**src/rtl/fetch_unit.sv**
```systemverilog
// Fetch stage: one outstanding imem read at a time, byte-swapped into a FIFO_DEPTH prefetch buffer.
// First instruction 3 cycles after reset; no request while the buffer is full; redirect flushes the buffer and cancels the in-flight read.
module fetch_unit #(
    parameter logic [31:0] RESET_PC   = 32'h0000_0000,
    parameter int          FIFO_DEPTH = 4
) (
    input  logic        clk,
    input  logic        reset_n,
    input  logic        redirect,
    input  logic [31:0] redirect_pc,
    output logic        imem_req,
    output logic [31:0] imem_addr,
    input  logic        imem_gnt,
    input  logic        imem_rvalid,
    input  logic [31:0] imem_rdata,
    output logic        inst_valid,
    input  logic        inst_ready,
    output logic [31:0] inst_ir,
    output logic [31:0] inst_pc
);
    localparam int          AW    = (FIFO_DEPTH > 1) ? $clog2(FIFO_DEPTH) : 1;
    localparam logic [AW:0] DEPTH = (AW + 1)'(FIFO_DEPTH);

    typedef enum logic [1:0] {
        REQ,
        RESP,
        DROP
    } state_t;

    state_t        state;
    logic [31:0]   fetch_pc;
    logic [31:0]   ir_mem [FIFO_DEPTH];
    logic [31:0]   pc_mem [FIFO_DEPTH];
    logic [AW-1:0] wr_ptr;
    logic [AW-1:0] rd_ptr;
    logic [AW:0]   count;
    logic          push;
    logic          pop;
    logic [31:0]   rdata_swap;
    logic          unused_pc_bits;

    assign unused_pc_bits = ^redirect_pc[1:0];
    assign rdata_swap     = {imem_rdata[7:0], imem_rdata[15:8], imem_rdata[23:16], imem_rdata[31:24]};

    // Request is a decode of state and count only; reset_n keeps it low while reset is held.
    assign imem_req   = reset_n && (state == REQ) && (count < DEPTH);
    assign imem_addr  = fetch_pc;
    assign inst_valid = (count != '0);
    assign inst_ir    = ir_mem[rd_ptr];
    assign inst_pc    = pc_mem[rd_ptr];

    assign push = (state == RESP) && imem_rvalid && !redirect;
    assign pop  = inst_valid && inst_ready && !redirect;

    always_ff @(posedge clk) begin
        if (!reset_n) begin
            state    <= REQ;
            fetch_pc <= RESET_PC;
            count    <= '0;
            wr_ptr   <= '0;
            rd_ptr   <= '0;
        end else if (redirect) begin
            count    <= '0;
            wr_ptr   <= '0;
            rd_ptr   <= '0;
            fetch_pc <= {redirect_pc[31:2], 2'b00};
            case (state)
                REQ:     state <= (imem_req && imem_gnt) ? DROP : REQ;
                RESP:    state <= imem_rvalid ? REQ : DROP;
                DROP:    state <= imem_rvalid ? REQ : DROP;
                default: state <= REQ;
            endcase
        end else begin
            case (state)
                REQ: begin
                    if (imem_req && imem_gnt) begin
                        state <= RESP;
                    end
                end
                RESP: begin
                    if (imem_rvalid) begin
                        fetch_pc <= fetch_pc + 32'd4;
                        state    <= REQ;
                    end
                end
                DROP: begin
                    if (imem_rvalid) begin
                        state <= REQ;
                    end
                end
                default: state <= REQ;
            endcase
            if (push) begin
                wr_ptr <= wr_ptr + 1'b1;
            end
            if (pop) begin
                rd_ptr <= rd_ptr + 1'b1;
            end
            case ({push, pop})
                2'b10:   count <= count + 1'b1;
                2'b01:   count <= count - 1'b1;
                default: count <= count;
            endcase
        end
    end

    always_ff @(posedge clk) begin
        if (push) begin
            ir_mem[wr_ptr] <= rdata_swap;
            pc_mem[wr_ptr] <= fetch_pc;
        end
    end
endmodule
```
**config.mk**
```make
export PLATFORM = sky130hd
export DESIGN_NAME = fetch_unit
export DESIGN_NICKNAME = d
export VERILOG_FILES = /design/src/rtl/fetch_unit.sv
export SDC_FILE = /design/constraint.sdc
export NUM_CORES = 1
export LEC_CHECK = 0
export ABC_AREA = 1
export ABC_CLOCK_PERIOD_IN_PS = 6700
export CAP_MARGIN = 20
export CORE_MARGIN = 3
export CORE_UTILIZATION = 59
export DETAILED_ROUTE_END_ITERATION = 16
export GPL_TIMING_DRIVEN = 0
export MAX_ROUTING_LAYER = met4
export PLACE_DENSITY = 0.85
export SLEW_MARGIN = 10
export SYNTH_ARGS = -nofsm -noshare
export SYNTH_HDL_FRONTEND = slang
export SYNTH_SLANG_ARGS = --single-unit
```
**constraint.sdc**
```tcl
create_clock -name clk -period 6.7 [get_ports clk]
set_input_delay 1.34 -clock clk [delete_from_list [all_inputs] [get_ports clk]]
set_output_delay 1.34 -clock clk [all_outputs]
set_load 0.01 [all_outputs]
```
==> results.cfg <==
[timing]
worst_clock_skew_ps = 12.86
period_share_pct = 63.02
setup_ws_ps = 2477
maxSlewViolCount = 0
worst_slew_pin_slew_ps = 743.6
max_freq_mhz = 236.8
max_slew_margin_pct = 50.31
period_minus_slack_ps = 4223
rsz0062_at_grt = false
finalHoldViolations = 0
setup-violations-final = 0
fin_tns_setup_ps = 0

[synthesis]
synth.area.top_cells = edfxtp_1 63%, dfxtp_1 6.9%, o21ai_0 6.4%
yosysSeqAreaShare_pct = 69.98
synth_cell_types = 33
ys_ff_latch = 289
synth_area_per_cell_um2 = 11.43
ys_warn_count = 0
synth_edf_count = 248
async_reset_ff_share_pct = 0
synth_top_area_share_pct = 63.03
netlist_area_um2 = 11820
synthCells = 1034
synth_largest_area_cell = edfxtp_1
ys.flop_type = edfxtp_1

[min_path]
hold_path_class = register to register
worstHoldStart = count[2]
whs_path_depth = 1
min_to = count[2]

[cells_and_area]
area_growth_pct = 26.43
diodes = 0
fin_area_um2 = 14940
drive_gt1_share_pct = 7.552
fin_nets = 1316
instances_no_fill = 1523
nFillCells = 1243

[clock_tree]
hold_buffers = 0
clk_pin_slew_ps = 60
post_cts_buffers = 0
clk_path_buf_depth = 3
cts_tree = done
clock-root-buffer = clkbuf_16
ctsResizeCount = 0
clkSinkCount = 289
h-tree-depth = 1
clkLatencyLatePin_ps = 530
cts_buffers = 28

[placement]
hpwlAfterDp_mm = 19.53
dpl.cell_count = 1471
place_ws_ps = 2659
placed_area_um2 = 13970
io_buffers = 161
gp_congestion = 0.9410

[global_route]
grt_pass1_wl_mm = 46.52
antenna_found_initial = 0
grt_pass1_vias = 8916
grt_overflow = 0
grt_max_degree = 29
track_usage_pct = 28.06

[drt]
antenna_left = 0
drt_iter0_drc = 876
wirelength_mm = 29.98
wl_per_cell_um = 19.69
vias_per_cell = 5.862
drc = 0
vias = 8928
dr.pass1.iters = 7

[critical_path]
rrSetupSlack_ps = 4160
crit_type = register to output pin
r2r_cells = 8
cp-start-kind = register
reg2reg_to = ir_mem[2][26]
cp_max_fo = 10
cp.arrival_ps = 2880
critPathCaptureType = output pin
cp.required_ps = 5360
r2r-start = state[1]

[floorplanning]
die_h_um = 147.5
chipWidth_um = 147.5
num_rows = 51
ioPinCount = 168
initial_core_util_pct = 60.31
core_area_um2 = 19590
die_area_um2 = 21760

[status]
outcome = finished clean

[pwr]
power_density_nw_per_um2 = 254.9
ir_drop_mv = 0.1967
power.leakage_uw = 0.005048
power_uw = 3808

[run]
cap_violations = 0
[through the flow]
stage          util, %  hold WS [ps]
4_1_cts          76.25         486.2
3_3_place_gp     70.29         452.3
3_5_place_dp     71.30         476.3
2_1_floorplan        -         435.8
5_1_grt          76.25         506.1
6_report         76.25         482.3
[layer usage]
metal / vias to the layer above / GRT usage (%) / share of wire [%]
li1: 4069 / - / -
met1: 4258 / 36.40 / 39
met2: 512 / 45.84 / 49
met3: 89 / 3.832 / 8.8
met4: 0 / 10.53 / 3.3
met5: - / - / 0
[where the power goes]
group / internal, uW / switching [uW]
combinational: 86.6 / 79.1
clock: 984 / 656
sequential: 1970 / 33.1
[worst max-delay path: stages, from the launching register on]
cell and delay [ps]:
dfxtp_1 290, clkbuf_1 230, inv_1 330, clkbuf_1 450
o21ai_0 250, o22ai_1 150, clkdlybuf4s50_1 640
[cell usage after synthesis (2+ instances only)]
library cell,instances
edfxtp_1,248
nor2_1,176
o21ai_0,151
nand2_1,121
o22ai_1,62
inv_1,60
dfxtp_1,41
clkbuf_1,35
a21oi_1,32
nand3_1,23
buf_2,15
ha_1,9
xor2_1,8
a31oi_1,6
nand2_2,6
nor2_4,6
nor2_2,5
a22o_1,4
buf_4,4
xnor2_1,4
inv_2,3
nor3_1,3
nand4_1,2
[state kept, by name (all words and copies together) (netlist names), named ones only]
signal and cells:
wr_ptr 2, pc_mem 120, imem_addr 30, rd_ptr 2
state 2, ir_mem 128, count 3
[cell usage in the layout (no fill, tap or decap), drive strengths merged, types with 27 or more instances in the layout]
cell,count
buf,27
a21oi,32
nor2,187
dfxtp,41
o21ai,152
inv,63
nand2,128
clkdlybuf4s50,161
o22ai,62
edfxtp,248
clkbuf,68
[worst max path at each step]
stage,endpoint,cells after the start
5_1_grt,inst_pc[18],6
3_5_place_dp,imem_req,4
3_3_place_gp,ir_mem[3][25],5
2_1_floorplan,ir_mem[0][0],4
6_report,inst_pc[18],6
4_1_cts,inst_pc[6],6
[final cells by class]
type / count / area (um^2) / share of cell area, %
inverters: 63 / 236.5 / 1.583
plain buffers: 54 / 236.5 / 1.583
clock inverters: 19 / 230.2 / 1.541
repair buffers: 169 / 1779 / 11.91
clock buffers: 33 / 740.7 / 4.959
flip-flops and latches: 289 / 8268 / 55.35
multi-input cells: 631 / 3115 / 20.86
well taps: 265 / 331.6 / 2.220
[logic make-up (layout without fill, tap and decap cells)]
family	Yosys count	in the layout	synth area share [%]
AOI/OAI and AO/OA	260	260	11.95
xor gates and xnor gates	12	12	0.8895
adders and majority gates	10	10	1.123
buffers and inverters	117	338	4.003
DFF	289	289	69.98
other	1	4	0.03174
and+or+nand+nor	345	345	12.03
Note: power is estimated with default switching activity, not from simulation.
